[src/rtl/ex_pkg.sv]
// Shared decode/execute definitions: opcodes, funct3/funct7 codes,
// divider FSM states and small combinational helpers.
package ex_pkg;

    // Major opcodes
    localparam logic [6:0] OPC_LUI    = 7'b0110111;
    localparam logic [6:0] OPC_AUIPC  = 7'b0010111;
    localparam logic [6:0] OPC_JAL    = 7'b1101111;
    localparam logic [6:0] OPC_JALR   = 7'b1100111;
    localparam logic [6:0] OPC_BRANCH = 7'b1100011;
    localparam logic [6:0] OPC_LOAD   = 7'b0000011;
    localparam logic [6:0] OPC_STORE  = 7'b0100011;
    localparam logic [6:0] OPC_OP_IMM = 7'b0010011;
    localparam logic [6:0] OPC_OP     = 7'b0110011;
    localparam logic [6:0] OPC_FENCE  = 7'b0001111;
    localparam logic [6:0] OPC_SYSTEM = 7'b1110011;

    // funct7 groups
    localparam logic [6:0] F7_BASE   = 7'b0000000;
    localparam logic [6:0] F7_ALT    = 7'b0100000;
    localparam logic [6:0] F7_MULDIV = 7'b0000001;

    // ALU funct3
    localparam logic [2:0] F3_ADD  = 3'b000;
    localparam logic [2:0] F3_SLL  = 3'b001;
    localparam logic [2:0] F3_SLT  = 3'b010;
    localparam logic [2:0] F3_SLTU = 3'b011;
    localparam logic [2:0] F3_XOR  = 3'b100;
    localparam logic [2:0] F3_SR   = 3'b101;
    localparam logic [2:0] F3_OR   = 3'b110;
    localparam logic [2:0] F3_AND  = 3'b111;

    // Branch funct3
    localparam logic [2:0] F3_BEQ  = 3'b000;
    localparam logic [2:0] F3_BNE  = 3'b001;
    localparam logic [2:0] F3_BLT  = 3'b100;
    localparam logic [2:0] F3_BGE  = 3'b101;
    localparam logic [2:0] F3_BLTU = 3'b110;
    localparam logic [2:0] F3_BGEU = 3'b111;

    // Divider FSM states
    typedef enum logic [1:0] {
        DIV_IDLE = 2'd0,
        DIV_BUSY = 2'd1,
        DIV_DONE = 2'd2
    } div_state_e;

    // Integer ALU shared by OP and OP-IMM; shifts use only the low five bits
    function automatic logic [31:0] alu_calc(input logic [2:0]  f3,
                                             input logic        alt,
                                             input logic [31:0] a,
                                             input logic [31:0] b);
        logic [31:0] r;
        case (f3)
            F3_ADD:  r = alt ? (a - b) : (a + b);
            F3_SLL:  r = a << b[4:0];
            F3_SLT:  r = {31'b0, $signed(a) < $signed(b)};
            F3_SLTU: r = {31'b0, a < b};
            F3_XOR:  r = a ^ b;
            F3_SR:   r = alt ? 32'($signed(a) >>> b[4:0]) : (a >> b[4:0]);
            F3_OR:   r = a | b;
            default: r = a & b;
        endcase
        return r;
    endfunction

    // Apply operand signs to an unsigned quotient/remainder pair
    function automatic logic [31:0] div_fix(input logic        is_rem,
                                            input logic        neg_q,
                                            input logic        neg_r,
                                            input logic [31:0] quot,
                                            input logic [31:0] rem);
        if (is_rem)
            return neg_r ? -rem : rem;
        else
            return neg_q ? -quot : quot;
    endfunction

endpackage

[src/rtl/ex_div.sv]
// Iterative restoring divider for DIV/DIVU/REM/REMU.
// op[0] = unsigned, op[1] = remainder (funct3[1:0]).
// Divide-by-zero and signed overflow go straight from IDLE to DONE.
module ex_div
    import ex_pkg::*;
(
    input  logic        clk,
    input  logic        rst,
    input  logic        start,
    input  logic [1:0]  op,
    input  logic [31:0] dividend,
    input  logic [31:0] divisor,
    output logic        busy,
    output logic        done,
    output logic [31:0] result
);

    div_state_e  state_q;
    logic [4:0]  count_q;
    logic [31:0] dvd_q;
    logic [31:0] dsr_q;
    logic [31:0] rem_q;
    logic        is_rem_q;
    logic        neg_q_q;
    logic        neg_r_q;
    logic [31:0] result_q;

    logic        is_signed;
    logic        neg_a;
    logic        neg_b;
    logic [31:0] abs_a;
    logic [31:0] abs_b;
    logic        div_zero;
    logic        div_ovf;
    logic [32:0] rem_sh;
    logic        fits;
    logic [31:0] rem_nxt;
    logic [31:0] quot_nxt;

    // Operand preparation and one restoring step
    always_comb begin
        is_signed = ~op[0];
        neg_a     = is_signed & dividend[31];
        neg_b     = is_signed & divisor[31];
        abs_a     = neg_a ? -dividend : dividend;
        abs_b     = neg_b ? -divisor : divisor;
        div_zero  = (divisor == 32'h0);
        div_ovf   = is_signed && (dividend == 32'h8000_0000) && (divisor == 32'hFFFF_FFFF);
        rem_sh    = {rem_q, dvd_q[31]};
        fits      = (rem_sh >= {1'b0, dsr_q});
        // Partial remainder stays below the divisor, so 32-bit wrap is exact
        rem_nxt   = fits ? (rem_sh[31:0] - dsr_q) : rem_sh[31:0];
        quot_nxt  = {dvd_q[30:0], fits};
    end

    // Divider FSM: latch operands, iterate 32 steps, present result one cycle
    always_ff @(posedge clk) begin
        // NOTE: sequential state uses non-blocking assignments so every register
        // samples pre-edge values regardless of statement order.
        if (rst) begin
            state_q  <= DIV_IDLE;
            count_q  <= 5'd0;
            dvd_q    <= 32'h0;
            dsr_q    <= 32'h0;
            rem_q    <= 32'h0;
            is_rem_q <= 1'b0;
            neg_q_q  <= 1'b0;
            neg_r_q  <= 1'b0;
            result_q <= 32'h0;
        end else begin
            case (state_q)
                DIV_IDLE: begin
                    if (start) begin
                        is_rem_q <= op[1];
                        dvd_q    <= abs_a;
                        dsr_q    <= abs_b;
                        rem_q    <= 32'h0;
                        count_q  <= 5'd0;
                        neg_q_q  <= neg_a ^ neg_b;
                        neg_r_q  <= neg_a;
                        if (div_zero) begin
                            result_q <= op[1] ? dividend : 32'hFFFF_FFFF;
                            state_q  <= DIV_DONE;
                        end else if (div_ovf) begin
                            result_q <= op[1] ? 32'h0 : 32'h8000_0000;
                            state_q  <= DIV_DONE;
                        end else begin
                            state_q  <= DIV_BUSY;
                        end
                    end
                end
                DIV_BUSY: begin
                    dvd_q   <= quot_nxt;
                    rem_q   <= rem_nxt;
                    count_q <= count_q + 5'd1;
                    if (count_q == 5'd31) begin
                        result_q <= div_fix(is_rem_q, neg_q_q, neg_r_q, quot_nxt, rem_nxt);
                        state_q  <= DIV_DONE;
                    end
                end
                default: begin
                    state_q <= DIV_IDLE;
                end
            endcase
        end
    end

    assign busy   = (state_q == DIV_BUSY);
    assign done   = (state_q == DIV_DONE);
    assign result = result_q;

endmodule

[src/rtl/ex.sv]
// Execute stage: single-cycle ALU, jumps and branches, plus the iterative
// divider. Optional macro EX_MUL_EN adds single-cycle MUL/MULH/MULHSU/MULHU.
module ex
    import ex_pkg::*;
(
    input  logic        clk,
    input  logic        rst,
    input  logic [31:0] inst_i,
    input  logic [31:0] inst_addr_i,
    input  logic [31:0] rs1_data_i,
    input  logic [31:0] rs2_data_i,
    input  logic [4:0]  rd_addr_i,
    input  logic        rd_wen_i,
    output logic [31:0] rd_data_o,
    output logic [4:0]  rd_addr_o,
    output logic        rd_wen_o,
    output logic        jump_en_o,
    output logic [31:0] jump_addr_o,
    output logic        hold_flag_o
);

    logic [6:0]  opcode;
    logic [2:0]  funct3;
    logic [6:0]  funct7;
    logic [31:0] imm_i;
    logic [31:0] imm_b;
    logic [31:0] imm_u;
    logic [31:0] imm_j;

    logic [31:0] alu_data;
    logic        cls_wen;
    logic        taken;
    logic        br_jump;
    logic [31:0] br_addr;
    logic        is_div;

    logic        div_start;
    logic        div_busy;
    logic        div_done;
    logic [31:0] div_result;

`ifdef EX_MUL_EN
    logic signed [32:0] mul_a;
    logic signed [32:0] mul_b;
    logic signed [63:0] mul_p;
`endif

    assign opcode = inst_i[6:0];
    assign funct3 = inst_i[14:12];
    assign funct7 = inst_i[31:25];
    assign imm_i  = {{20{inst_i[31]}}, inst_i[31:20]};
    assign imm_b  = {{19{inst_i[31]}}, inst_i[31], inst_i[7], inst_i[30:25], inst_i[11:8], 1'b0};
    assign imm_u  = {inst_i[31:12], 12'h0};
    assign imm_j  = {{11{inst_i[31]}}, inst_i[31], inst_i[19:12], inst_i[20], inst_i[30:21], 1'b0};

    // Decode and single-cycle datapath
    always_comb begin
        // NOTE: every output of this block gets a default first, so no path
        // through the case statements can infer a latch.
        alu_data = 32'h0;
        cls_wen  = 1'b0;
        taken    = 1'b0;
        br_jump  = 1'b0;
        br_addr  = 32'h0;
        is_div   = 1'b0;
`ifdef EX_MUL_EN
        mul_a    = 33'sd0;
        mul_b    = 33'sd0;
        mul_p    = 64'sd0;
`endif
        case (opcode)
            OPC_OP_IMM: begin
                alu_data = alu_calc(funct3, (funct3 == F3_SR) && funct7[5], rs1_data_i, imm_i);
                case (funct3)
                    F3_SLL:  cls_wen = (funct7 == F7_BASE);
                    F3_SR:   cls_wen = (funct7 == F7_BASE) || (funct7 == F7_ALT);
                    default: cls_wen = 1'b1;
                endcase
            end
            OPC_OP: begin
                if ((funct7 == F7_BASE) ||
                    ((funct7 == F7_ALT) && ((funct3 == F3_ADD) || (funct3 == F3_SR)))) begin
                    alu_data = alu_calc(funct3, funct7[5], rs1_data_i, rs2_data_i);
                    cls_wen  = 1'b1;
                end else if (funct7 == F7_MULDIV) begin
                    if (funct3[2]) begin
                        is_div = 1'b1;
                    end else begin
`ifdef EX_MUL_EN
                        // funct3[1:0]: 00 MUL, 01 MULH, 10 MULHSU, 11 MULHU
                        mul_a    = {(funct3[1:0] != 2'b11) & rs1_data_i[31], rs1_data_i};
                        mul_b    = {(funct3[1:0] == 2'b01) & rs2_data_i[31], rs2_data_i};
                        mul_p    = mul_a * mul_b;
                        alu_data = (funct3[1:0] == 2'b00) ? mul_p[31:0] : mul_p[63:32];
                        cls_wen  = 1'b1;
`else
                        cls_wen  = 1'b0;
`endif
                    end
                end
            end
            OPC_LUI: begin
                alu_data = imm_u;
                cls_wen  = 1'b1;
            end
            OPC_AUIPC: begin
                alu_data = inst_addr_i + imm_u;
                cls_wen  = 1'b1;
            end
            OPC_JAL: begin
                alu_data = inst_addr_i + 32'd4;
                cls_wen  = 1'b1;
                br_jump  = 1'b1;
                br_addr  = inst_addr_i + imm_j;
            end
            OPC_JALR: begin
                if (funct3 == 3'b000) begin
                    alu_data = inst_addr_i + 32'd4;
                    cls_wen  = 1'b1;
                    br_jump  = 1'b1;
                    br_addr  = (rs1_data_i + imm_i) & ~32'h1;
                end
            end
            OPC_BRANCH: begin
                case (funct3)
                    F3_BEQ:  taken = (rs1_data_i == rs2_data_i);
                    F3_BNE:  taken = (rs1_data_i != rs2_data_i);
                    F3_BLT:  taken = ($signed(rs1_data_i) <  $signed(rs2_data_i));
                    F3_BGE:  taken = ($signed(rs1_data_i) >= $signed(rs2_data_i));
                    F3_BLTU: taken = (rs1_data_i <  rs2_data_i);
                    F3_BGEU: taken = (rs1_data_i >= rs2_data_i);
                    default: taken = 1'b0;
                endcase
                br_jump = taken;
                br_addr = taken ? (inst_addr_i + imm_b) : 32'h0;
            end
            OPC_LOAD, OPC_STORE, OPC_FENCE, OPC_SYSTEM: begin
                cls_wen = 1'b0;
            end
            default: begin
                cls_wen = 1'b0;
            end
        endcase
    end

    // A divide is only launched from IDLE; it stalls upstream from that cycle on
    assign div_start = is_div & ~div_busy & ~div_done;

    ex_div u_div (
        .clk      (clk),
        .rst      (rst),
        .start    (div_start),
        .op       (funct3[1:0]),
        .dividend (rs1_data_i),
        .divisor  (rs2_data_i),
        .busy     (div_busy),
        .done     (div_done),
        .result   (div_result)
    );

    // Output select: reset forcing, divider phases, then normal single-cycle path
    always_comb begin
        rd_data_o   = 32'h0;
        rd_wen_o    = 1'b0;
        jump_en_o   = 1'b0;
        jump_addr_o = 32'h0;
        hold_flag_o = 1'b0;
        if (rst) begin
            rd_wen_o = 1'b0;
        end else if (div_busy) begin
            hold_flag_o = 1'b1;
        end else if (div_done) begin
            rd_data_o = div_result;
            rd_wen_o  = rd_wen_i && (rd_addr_i != 5'd0);
        end else begin
            rd_data_o   = alu_data;
            rd_wen_o    = rd_wen_i && cls_wen && (rd_addr_i != 5'd0);
            jump_en_o   = br_jump;
            jump_addr_o = br_addr;
            hold_flag_o = div_start;
        end
    end

    assign rd_addr_o = rd_addr_i;

endmodule

[config.mk]
export PLATFORM = sky130hd
export DESIGN_NAME = ex
export DESIGN_NICKNAME = d
export VERILOG_FILES = /design/src/rtl/ex_pkg.sv /design/src/rtl/ex_div.sv /design/src/rtl/ex.sv
export SDC_FILE = /design/constraint.sdc
export NUM_CORES = 2
export LEC_CHECK = 0
export CORE_ASPECT_RATIO = 1.25
export CORE_MARGIN = 3
export CORE_UTILIZATION = 55
export DETAILED_ROUTE_END_ITERATION = 7
export GPL_TIMING_DRIVEN = 0
export PLACE_DENSITY = 0.81
export SKIP_CTS_REPAIR_TIMING = 1
export SLEW_MARGIN = 20
export SYNTH_ARGS = -nofsm -noshare
export SYNTH_HDL_FRONTEND = slang
export SYNTH_SLANG_ARGS = --single-unit
[constraint.sdc]
create_clock -name clk -period 14.4 [get_ports clk]
set_clock_uncertainty 0.2 [all_clocks]
set_input_delay 1.44 -clock clk [delete_from_list [all_inputs] [get_ports clk]]
set_output_delay 1.44 -clock clk [all_outputs]
set_load 0.1 [all_outputs]
==> impl_metrics.yaml, run 1 <==
synthesis:
  ys.flop_type: "dfxtp_1"
  synth_top_area_share_pct: 11.27
  yosys_warnings: 0
  syn-instance-count: 4635
  yosys-top-cells-area: "ha_1, dfxtp_1, a21oi_1"
  synth_largest_area_cell: "ha_1"
  synth_fp_nets: 5066
  synth_edf_count: 0
  syn_area_per_cell_um2: 6.876
  synthArstFlopShare_pct: 0
  synth_common_cells: "nor2_1, a21oi_1, nand2_1, o21ai_0, clkbuf_1"
  yosysMostFrequentCell: "nor2_1"
  ys_types: 90
  syn-cell-area_um2: 31870
  ys_seq_area_share_pct: 8.668
  ys_ff_latch: 138
global_route:
  grt_util_all_layers_pct: 68.72
  grt_max_degree: 39
  grt_pass1_wl_mm: 308.0
  grt_overflow: 4
  grt_pass1_vias: 43523
floorplan:
  fp.dieH_um: 275.1
  initial_core_util_pct: 55.66
  num_rows: 98
  die_w_um: 221.3
  top_level_ports: 208
clocking:
  cts.sinks: 138
  cts_root_buffer: "clkbuf_16"
  cts_max_level: 4
  clock_path_buffers: 2
  cts_buffers: 17
outcome:
  stop_error: "[ERROR GRT-0116] Global routing finished with congestion. Check the congestion regions in the DRC Viewer."
  status: "stopped before the end"
  lastStage: "global routing"
place:
  hpwl_mm: 158.3
  gp_routability_congestion: 1.285
  place_inst: 5595
  portBuffers: 206
==> logic make-up after synthesis <==
kind of cell	count (synthesis)	synth area share, %
buffers and inverters	593	7.078
flip-flops	138	8.668
multiplexers	229	11.12
AND/OR/NAND/NOR	1431	20.18
adder cells (fa/ha/maj)	296	11.80
XOR/XNOR	291	7.997
AO/OA/AOI/OAI	1657	33.15
==> layer usage <==
layer  overflow  global-route usage [%]
met1          0                   67.35
met2          2                   90.39
met3          0                   48.23
met4          2                   72.47
met5          0                   10.23
==> stage by stage <==
| step | cell area, µm² | setup WS [ps] | util, % |
|---|---|---|---|
| 2_1_floorplan | 31870 | 5582 | - |
| 3_3_place_gp | 34870 | 2159 | 60.90 |
| 3_5_place_dp | 34960 | 2838 | 61.06 |
| 4_1_cts | 35590 | 2821 | 62.15 |
==> run 2: changes to the inputs <==
--- a/config.mk
+++ b/config.mk
@@ -5,12 +5,11 @@
 export SDC_FILE = /design/constraint.sdc
 export NUM_CORES = 2
 export LEC_CHECK = 0
-export CORE_ASPECT_RATIO = 1.25
 export CORE_MARGIN = 3
-export CORE_UTILIZATION = 55
+export CORE_UTILIZATION = 40
 export DETAILED_ROUTE_END_ITERATION = 7
 export GPL_TIMING_DRIVEN = 0
-export PLACE_DENSITY = 0.81
+export PLACE_DENSITY_LB_ADDON = 0.15
 export SKIP_CTS_REPAIR_TIMING = 1
 export SLEW_MARGIN = 20
 export SYNTH_ARGS = -nofsm -noshare
==> run 2 against run 1 <==
  * The flow now finishes, with violations (DRC)
  * Synthesized cell count is the same
  * Area after synthesis stayed put
==> impl_metrics.yaml, run 2 <==
place:
  gp_routability_congestion: 1.145
  hpwl_mm: 178.8
  detailedPlace.worstSlack_ps: 2687
  portBuffers: 206
timing:
  drv_slew: 0
  fmax_mhz: 79.68
  setup_slack_ps: 1850
  worst_slew_pin_slew_ps: 1429
  finalCritPeriodShare_pct: 87.16
  hold_viol: 0
  maxSlewHeadroom_pct: 4.753
  rsz0062_at_grt: "false"
  period_needed_ps: 12550
  setup_viol: 0
  tns_ps: 0
synthesis:
  synthArstFlopShare_pct: 0
  ys_types: 90
  synth_largest_area_cell: "ha_1"
  syn-instance-count: 4635
  yosys-top-cells-area: "ha_1, dfxtp_1, a21oi_1"
  synth_fp_nets: 5066
  yosys_warnings: 0
  synth_top_area_share_pct: 11.27
  ys_seq_area_share_pct: 8.668
  syn_area_per_cell_um2: 6.876
  ys_ff_latch: 138
  syn-cell-area_um2: 31870
  yosysMostFrequentCell: "nor2_1"
  ys.flop_type: "dfxtp_1"
  synth_edf_count: 0
  synth_common_cells: "nor2_1, a21oi_1, nand2_1, o21ai_0, clkbuf_1"
floorplan:
  die_area_um2: 83100
  num_rows: 102
  die_w_um: 288.3
  top_level_ports: 208
  core-area_um2: 78230
  initial_core_util_pct: 40.74
  fp.dieH_um: 288.3
power_and_ir_drop:
  power.leakage_nw: 13.45
  power_density_nw_per_um2: 56.53
  ir_drop_mv: 0.05566
setup_path:
  worstPathRequired_ps: 12760
  worstPathMaxFanout: 10
  cp.arrival_ps: 10910
  end_kind: "output pin"
  worst-setup-path-type: "in2out"
  worstSetupStartpointType: "input pin"
  rr_worst_depth: 24
global_route:
  busiest_layer: "met2"
  grt_util_all_layers_pct: 51.91
  grt_max_degree: 45
  met3_usage_pct: 20.64
  grt_pass1_vias: 38990
  grt_overflow: 0
  antenna_found_initial: 27
  use_met2_pct: 72.00
  grt_use_met1_pct: 63.14
  grt_pass1_wl_mm: 305.8
min_path:
  whs_path_depth: 2
  worst_hold_path_type: "reg2reg"
layout:
  layout_commonest_cell: "nor2_1"
  drive_gt1_share_pct: 4.388
  fin_util_pct: 45.87
  layout_common_cells: "nor2_1, a21oi_1, nand2_1"
  area_growth_pct: 12.59
  final_nets: 5295
  n_fill_cell: 8347
routing:
  totalWireLength_mm: 226.0
  wl_per_cell_um: 38.13
  viasPerCell: 7.340
  first_pass_iters: 8
  drc: 30
  vias: 43519
  drtIter0Drc: 7573
  drtAntennaViolNets: 0
clocking:
  cts.sinks: 138
  cts_max_level: 4
  cts_buffers: 17
  insertion_delay_ps: 460
  cts_tree: "done"
  cts_root_buffer: "clkbuf_16"
  clock_path_buffers: 2
  clkTransAtPathRegs_ps: 60
run:
  cap_violations: 0
outcome:
  violations: "DRC"
  status: "finished, violations left"
-- run 2: cell counts after synthesis --
No cell type changed its count.
-- run 2: where the power goes --
| group | switching, W | internal, W | total, W |
|---|---|---|---|
| sequential | 0.00000000762 | 0.000381 | 0.000381 |
| combinational | 0.000841 | 0.000353 | 0.00119 |
| clock | 0.000209 | 0.000244 | 0.000453 |
-- run 2: area by class of cell --
type / count / area, µm² / area share [%]
inverter: 192 / 723.2 / 2.015
tap: 1040 / 1301 / 3.626
clock inverter: 15 / 150.1 / 0.4184
buffer: 401 / 1536 / 4.282
sequential: 138 / 2763 / 7.699
timing repair buffer: 210 / 2067 / 5.760
clock buffer: 17 / 425.4 / 1.185
multi-input combinational: 3904 / 26890 / 74.93
antenna: 12 / 30.03 / 0.08368
-- run 2: critical path, stage by stage --
cell and delay (ps):
clkdlybuf4s50_1 1270, clkbuf_1 690, clkbuf_1 760, inv_1 480, ha_1 420, clkbuf_1 500, nor4_1 180, nand3_1 310
a211oi_1 150, a211oi_1 870, o211ai_1 420, xnor2_1 250, a2bb2oi_1 100, o21ai_0 830, clkbuf_1 620, a222oi_1 190
nor2_1 230, clkdlybuf4s50_1 1180
-- run 2: final timing paths --
| kind | startpoint | to | slack, ps |
|---|---|---|---|
| hold / removal | u_div.dsr_q[31]$_SDFFE_PP0P_ | u_div.dsr_q[31]$_SDFFE_PP0P_ | 260 |
| setup reg to reg | u_div.dsr_q[1]$_SDFFE_PP0P_ | u_div.result[22]$_SDFFE_PP0P_ | 6770 |
| setup / recovery | rs1_data_i[17] | jump_addr_o[11] | 1850 |
| hold reg to reg | u_div.dsr_q[31]$_SDFFE_PP0P_ | u_div.dsr_q[31]$_SDFFE_PP0P_ | 260 |
-- run 2: layer usage --
layer / wire length [µm] / up-vias
met3: 33430 / 1142
met1: 81550 / 20555
met4: 23740 / 18
li1: - / 17609
met5: 178 / -
met2: 87140 / 4195
-- run 2: through the flow --
stage | instance area (µm²) | total power (W) | hold WS, ps | cells
final | 35880 | 0.002029 | 260.7 | 5929
after global routing | 35860 | 0.002044 | 287.7 | 5918
after CTS | 35860 | 0.001934 | 262.5 | 5916
after detailed placement | 35280 | 0.001488 | 254.5 | 5884
after global placement | 35230 | 0.001495 | 241.5 | 5881
after floorplan | 31870 | 0.001021 | 231.9 | 4635
-- run 2: logic make-up after synthesis --
| kind of cell | synth area share (%) |
|---|---|
| AO/OA/AOI/OAI | 33.15 |
| AND/OR/NAND/NOR | 20.18 |
| buffers and inverters | 7.078 |
| adder cells (fa/ha/maj) | 11.80 |
| XOR/XNOR | 7.997 |
| multiplexers | 11.12 |
| flip-flops | 8.668 |
Power figures use the tool's default switching activity.
